===== config.mk =====
export PLATFORM = sky130hd
export DESIGN_NAME = instr_fetch
export DESIGN_NICKNAME = d
export VERILOG_FILES = /design/src/rtl/instr_fetch.sv
export SDC_FILE = /design/constraint.sdc
export NUM_CORES = 1
export LEC_CHECK = 0
export BUFFER_PORTS_ARGS = -buffer_cell sky130_fd_sc_hd__buf_2
export CAP_MARGIN = 20
export CORE_MARGIN = 4
export CORE_UTILIZATION = 44
export DETAILED_ROUTE_END_ITERATION = 16
export GPL_TIMING_DRIVEN = 0
export PLACE_DENSITY = 0.79
export SLEW_MARGIN = 0
export SYNTH_ARGS = -nofsm -noshare
export SYNTH_HDL_FRONTEND = slang
export SYNTH_SLANG_ARGS = --single-unit

===== constraint.sdc =====
create_clock -name clk -period 2.1 [get_ports clk]
set_input_delay 0.315 -clock clk [delete_from_list [all_inputs] [get_ports clk]]
set_output_delay 0.315 -clock clk [all_outputs]
set_load 0.01 [all_outputs]

===== src/rtl/instr_fetch.sv =====
// instr_fetch: instruction fetch stage of the single-cycle RISC-V core.
// Samples PCaddr in IDLE and issues one read on the instruction-memory port.
// It latches the returned word and pulses iready for one cycle so that the
// PC block can advance.
// Optional feature: define FETCH_REUSE_EN to add a one-entry reuse buffer.
// The buffer serves a repeated fetch address without using the bus.
module instr_fetch #(
  parameter logic [31:0] RESET_INSTR = 32'h0000_0013
) (
  input  logic        clk,
  input  logic        nRST,
  input  logic [31:0] PCaddr,
  input  logic        dstall,
  input  logic        flush,
  output logic        mem_ren,
  output logic [31:0] mem_addr,
  input  logic [31:0] mem_rdata,
  input  logic        mem_busy,
  output logic [31:0] instr,
  output logic        iready,
  output logic        misalign
);

  typedef enum logic [1:0] {
    IDLE = 2'd0,
    REQ  = 2'd1,
    WAIT = 2'd2,
    DONE = 2'd3
  } state_t;

  state_t      state_reg;
  state_t      state_next;
  logic [31:0] addr_reg;
  logic [31:0] instr_reg;
  logic        misalign_reg;

  logic        start_fetch;
  logic        pc_misaligned;
  logic        bus_done;
  logic        reuse_hit;
  logic [31:0] reuse_data;

  // A new fetch may begin only from IDLE while the data port leaves the bus free.
  assign start_fetch   = (state_reg == IDLE) && !dstall;
  assign pc_misaligned = (PCaddr[1:0] != 2'b00);
  // The memory word is valid on the cycle that WAIT sees mem_busy low.
  assign bus_done      = (state_reg == WAIT) && !mem_busy;

`ifdef FETCH_REUSE_EN
  logic [31:0] tag_addr_reg;
  logic [31:0] tag_data_reg;
  logic        tag_valid_reg;

  // flush in the same cycle suppresses a hit, which forces a real bus fetch.
  assign reuse_hit  = tag_valid_reg && (PCaddr == tag_addr_reg) && !flush;
  assign reuse_data = tag_data_reg;

  // Reuse buffer: capture every completed bus fetch; flush invalidates it in any state.
  always_ff @(posedge clk or negedge nRST) begin
    if (!nRST) begin
      tag_addr_reg  <= 32'h0;
      tag_data_reg  <= 32'h0;
      tag_valid_reg <= 1'b0;
    end else begin
      if (bus_done) begin
        tag_addr_reg <= addr_reg;
        tag_data_reg <= mem_rdata;
      end
      if (flush) begin
        tag_valid_reg <= 1'b0;
      end else if (bus_done) begin
        tag_valid_reg <= 1'b1;
      end
    end
  end
`else
  logic unused_inputs;

  assign reuse_hit     = 1'b0;
  assign reuse_data    = 32'h0;
  // Without the buffer, flush and the byte-offset bits of the address have no consumer.
  assign unused_inputs = ^{flush, addr_reg[1:0]};
`endif

  // State register; reset drops back to IDLE asynchronously, abandoning any fetch.
  always_ff @(posedge clk or negedge nRST) begin
    if (!nRST) begin
      state_reg <= IDLE;
    end else begin
      state_reg <= state_next;
    end
  end

  // Next-state logic: misaligned and reuse-hit fetches skip the bus and go straight to DONE.
  always_comb begin
    state_next = state_reg;
    case (state_reg)
      IDLE: begin
        if (!dstall) begin
          if (pc_misaligned || reuse_hit) begin
            state_next = DONE;
          end else begin
            state_next = REQ;
          end
        end
      end
      REQ:     state_next = WAIT;
      WAIT: begin
        if (!mem_busy) begin
          state_next = DONE;
        end
      end
      DONE:    state_next = IDLE;
      default: state_next = IDLE;
    endcase
  end

  // Output decode from the registered state only, so no output depends on inputs combinationally.
  always_comb begin
    mem_ren = 1'b0;
    iready  = 1'b0;
    case (state_reg)
      REQ:     mem_ren = 1'b1;
      WAIT:    mem_ren = 1'b1;
      DONE:    iready  = 1'b1;
      default: begin
        mem_ren = 1'b0;
        iready  = 1'b0;
      end
    endcase
  end

  // Fetch datapath: the address is captured only when a fetch starts; instr changes only on entry to DONE.
  always_ff @(posedge clk or negedge nRST) begin
    if (!nRST) begin
      addr_reg     <= 32'h0;
      instr_reg    <= RESET_INSTR;
      misalign_reg <= 1'b0;
    end else begin
      if (start_fetch) begin
        addr_reg <= PCaddr;
        if (pc_misaligned) begin
          instr_reg    <= RESET_INSTR;
          misalign_reg <= 1'b1;
        end else begin
          misalign_reg <= 1'b0;
          if (reuse_hit) begin
            instr_reg <= reuse_data;
          end
        end
      end else if (bus_done) begin
        instr_reg <= mem_rdata;
      end
    end
  end

  assign mem_addr = {addr_reg[31:2], 2'b00};
  assign instr    = instr_reg;
  assign misalign = misalign_reg;

endmodule

==> results.cfg <==
[global_route]
globalRoute.totalOverflow = 0
grt_antenna_before_repair = 0
number_of_global_route_vias_before_repair = 1904
grtUsageTotal_pct = 16.7
grt_pass1_wl_mm = 9.33
grt_max_degree = 34

[placement]
place.detailed.hpwl_mm = 4.25
dp_cells = 368
numPortBuffers = 132
place_congestion = 0.741

[floorplan]
io_pins = 136
dieArea_um2 = 6940
initial_core_util_pct = 45.3
design.core.area_um2 = 5510
fp-row-count = 27
die-height_um = 83.3
dieWidth_um = 83.3

[synthesis]
syn_area_per_cell_um2 = 15.4
postSynthCellCount = 162
synthesis.area_um2 = 2500
yosysWarningCount = 0
yosys.area.top_type = dfrtp_1
ys_seq_area_share_pct = 65.3
yosys.cell_types.count = 21
ys_ff_latch = 65
synth_area_leaders = dfrtp_1 62%, mux2_2 14%, a22o_1 10%, dfstp_2 3.2%, ha_1 2.0%
netlist.area_leader.share_pct = 62.2

[power_and_ir_drop]
irDropWorstVdd_v = 0.000736
share_clk_of_total_power_pct = 23.0
net-switching-power_mw = 1.77
p_seq_share_pct = 38.7
pwr_density_cell_nw_per_um2 = 1570
p_int_mw = 3.74
pwr-share-comb_pct = 38.3
static-leakage-power_nw = 1.86
power.share.switching_pct = 32.1

[run]
cap_viol_max_count = 0

[sta]
grt_setup_unrepaired = no
timing_worst_slew_pin_value_ps = 758
hold-worst-slack_ps = 51.6
finalSetupViolations = 0
worst_slew_margin_rel_pct = 49.5
min_period_ps = 1940
maxClockFrequency_mhz = 514
finalHoldViolCount = 0
clock-skew-final_ps = 7.67
tns_ps = 0
post-route-period-util_pct = 92.6
slew_violations = 0

[clock_network]
tritoncts = yes
ctsRootBufferMaster = clkbuf_8
clock_path_buffers = 2
cts_setup_buffers = 0
clock_insertion_delay_worst_skew_ps = 330
numCtsBuffers = 9
tritoncts_num_sinks = 65
ctsHoldBuffers = 0
path_clk_slew_ps = 70
htree_num_levels = 3
post_cts_resized = 0

[routing]
drt_first_pass_iters = 4
post-route-drc-count = 0
wl_per_cell_um = 14.4
detail_route.wirelength_mm = 5.54
total_number_of_vias = 1849
drtIter0Drc = 82
detail_route.vias_per_cell = 4.82
detail-route-antenna-nets = 0

[critical_path]
endpoint_kind = flop
worst_setup_path_start_kind = flop
terminus_of_the_critical_flop_to_flop_path = instr[25]
critical_path_class = reg -> reg
cp.required_ps = 2310
cp_data_arrival_time_ps = 2150
regToRegSetupSlack_ps = 160
critical_path.reg2reg.startpoint = state_reg[0]
timing.reg2reg.worst_path_depth = 8
path_max_fanout = 10

[outcome]
run_status = finished clean

[layout]
drive_gt1_share_pct = 62.8
regArea_um2 = 1630
areaGrowthSynthToFinish_pct = 40.7
number_of_flip_flops_in_the_largest_register = 32
fill_cells = 451
fin_nets = 380
finalNonFillerCells = 384
multi_input_area_um2 = 779
number_of_antenna_diodes = 0

[hold_path]
hold_class = in -> async
cell usage after synthesis:
library cell,instances
a211oi_1,1
a21oi_1,2
a22o_1,29
a22oi_1,1
buf_2,6
buf_4,2
buf_6,3
clkbuf_1,1
conb_1,1
dfrtp_1,62
dfstp_2,3
ha_1,4
inv_1,2
mux2_2,31
mux2_4,1
mux2i_1,1
nor2_1,6
nor2b_1,1
o22a_1,3
or2_2,1
or2b_1,1
critical path: stages, from the launching register on:
cell     delay [ps]
dfrtp_1         410
inv_1           110
ha_1            200
nor2b_1         170
buf_6           160
mux2_4          310
buf_6           140
buf_6           140
a22o_1          190
cell usage in the layout (no fill, tap or decap):
cell type    n
or2b_1       1
a211oi_1     1
dfstp_2      3
buf_4        2
dfrtp_1     62
clkinv_2     2
clkbuf_8     9
nor2_1       6
bufinv_16    3
mux2_4       1
buf_2      138
inv_1        2
buf_12       1
clkinv_4     1
mux2i_1      1
o22a_1       3
mux2_2      31
a22o_1      29
buf_6        3
inv_6        1
or2_2        1
a22oi_1      1
a21oi_1      2
conb_1       2
nor2b_1      1
ha_1         4
clkbuf_1     1
cell type report:
| type | count | area share, % |
|---|---|---|
| buffer | 12 | 2.35 |
| clock buffer | 9 | 3.53 |
| clock inverter | 7 | 3.35 |
| inverter | 2 | 0.214 |
| multi-input combinational | 84 | 22.2 |
| sequential | 65 | 46.4 |
| tap | 72 | 2.57 |
| timing repair buffer | 133 | 19.4 |
power by group through the flow:
stage	clock (mW)	combinational (mW)	sequential [mW]
2_1_floorplan	0	1.01	2.41
3_3_place_gp	0	2.10	2.12
3_5_place_dp	0	2.16	2.15
4_1_cts	1.30	2.15	2.14
5_1_grt	1.36	2.32	2.22
6_report	1.27	2.11	2.13
logic make-up (layout without fill, tap and decap cells):
kind of cell,Yosys count,count (layout),share of synthesized area [%]
flip-flops,65,65,65.3
AO/OA/AOI/OAI,36,36,12.2
multiplexers,33,33,15.0
buffers and inverters,14,163,3.61
AND/OR/NAND/NOR,9,9,1.70
adder cells (fa/ha/maj),4,4,2.01
other,1,2,0.150
per-layer routing:
metal  global-route usage, %  up-vias  part of all wire [%]
li1                        -      875                     -
met1                    21.5      891                    43
met2                    26.2       76                    49
met3                    5.46        7                   7.5
met4                    6.69        0                   1.2
met5                       0        -                     0
through the flow:
step	util, %	total power [mW]	setup slack [ps]	instance area [µm²]
after floorplan	-	3.42	327	2500
after global placement	59.0	4.22	213	3250
after detailed placement	59.4	4.30	180	3270
after CTS	63.8	5.59	157	3510
after global routing	63.8	5.90	76.1	3510
final	63.8	5.51	156	3510
worst max path at each step:
stage                 start         to  slack, ps  cells after the start
6_report       state_reg[0]  instr[25]        160                      8
4_1_cts        state_reg[0]  instr[25]        160                      8
5_1_grt        state_reg[0]  instr[25]         80                      8
3_5_place_dp   state_reg[0]  instr[25]        180                      8
3_3_place_gp   state_reg[0]  instr[23]        210                      8
2_1_floorplan  state_reg[0]  instr[21]        330                      8
(Power assumes the default switching activity.)
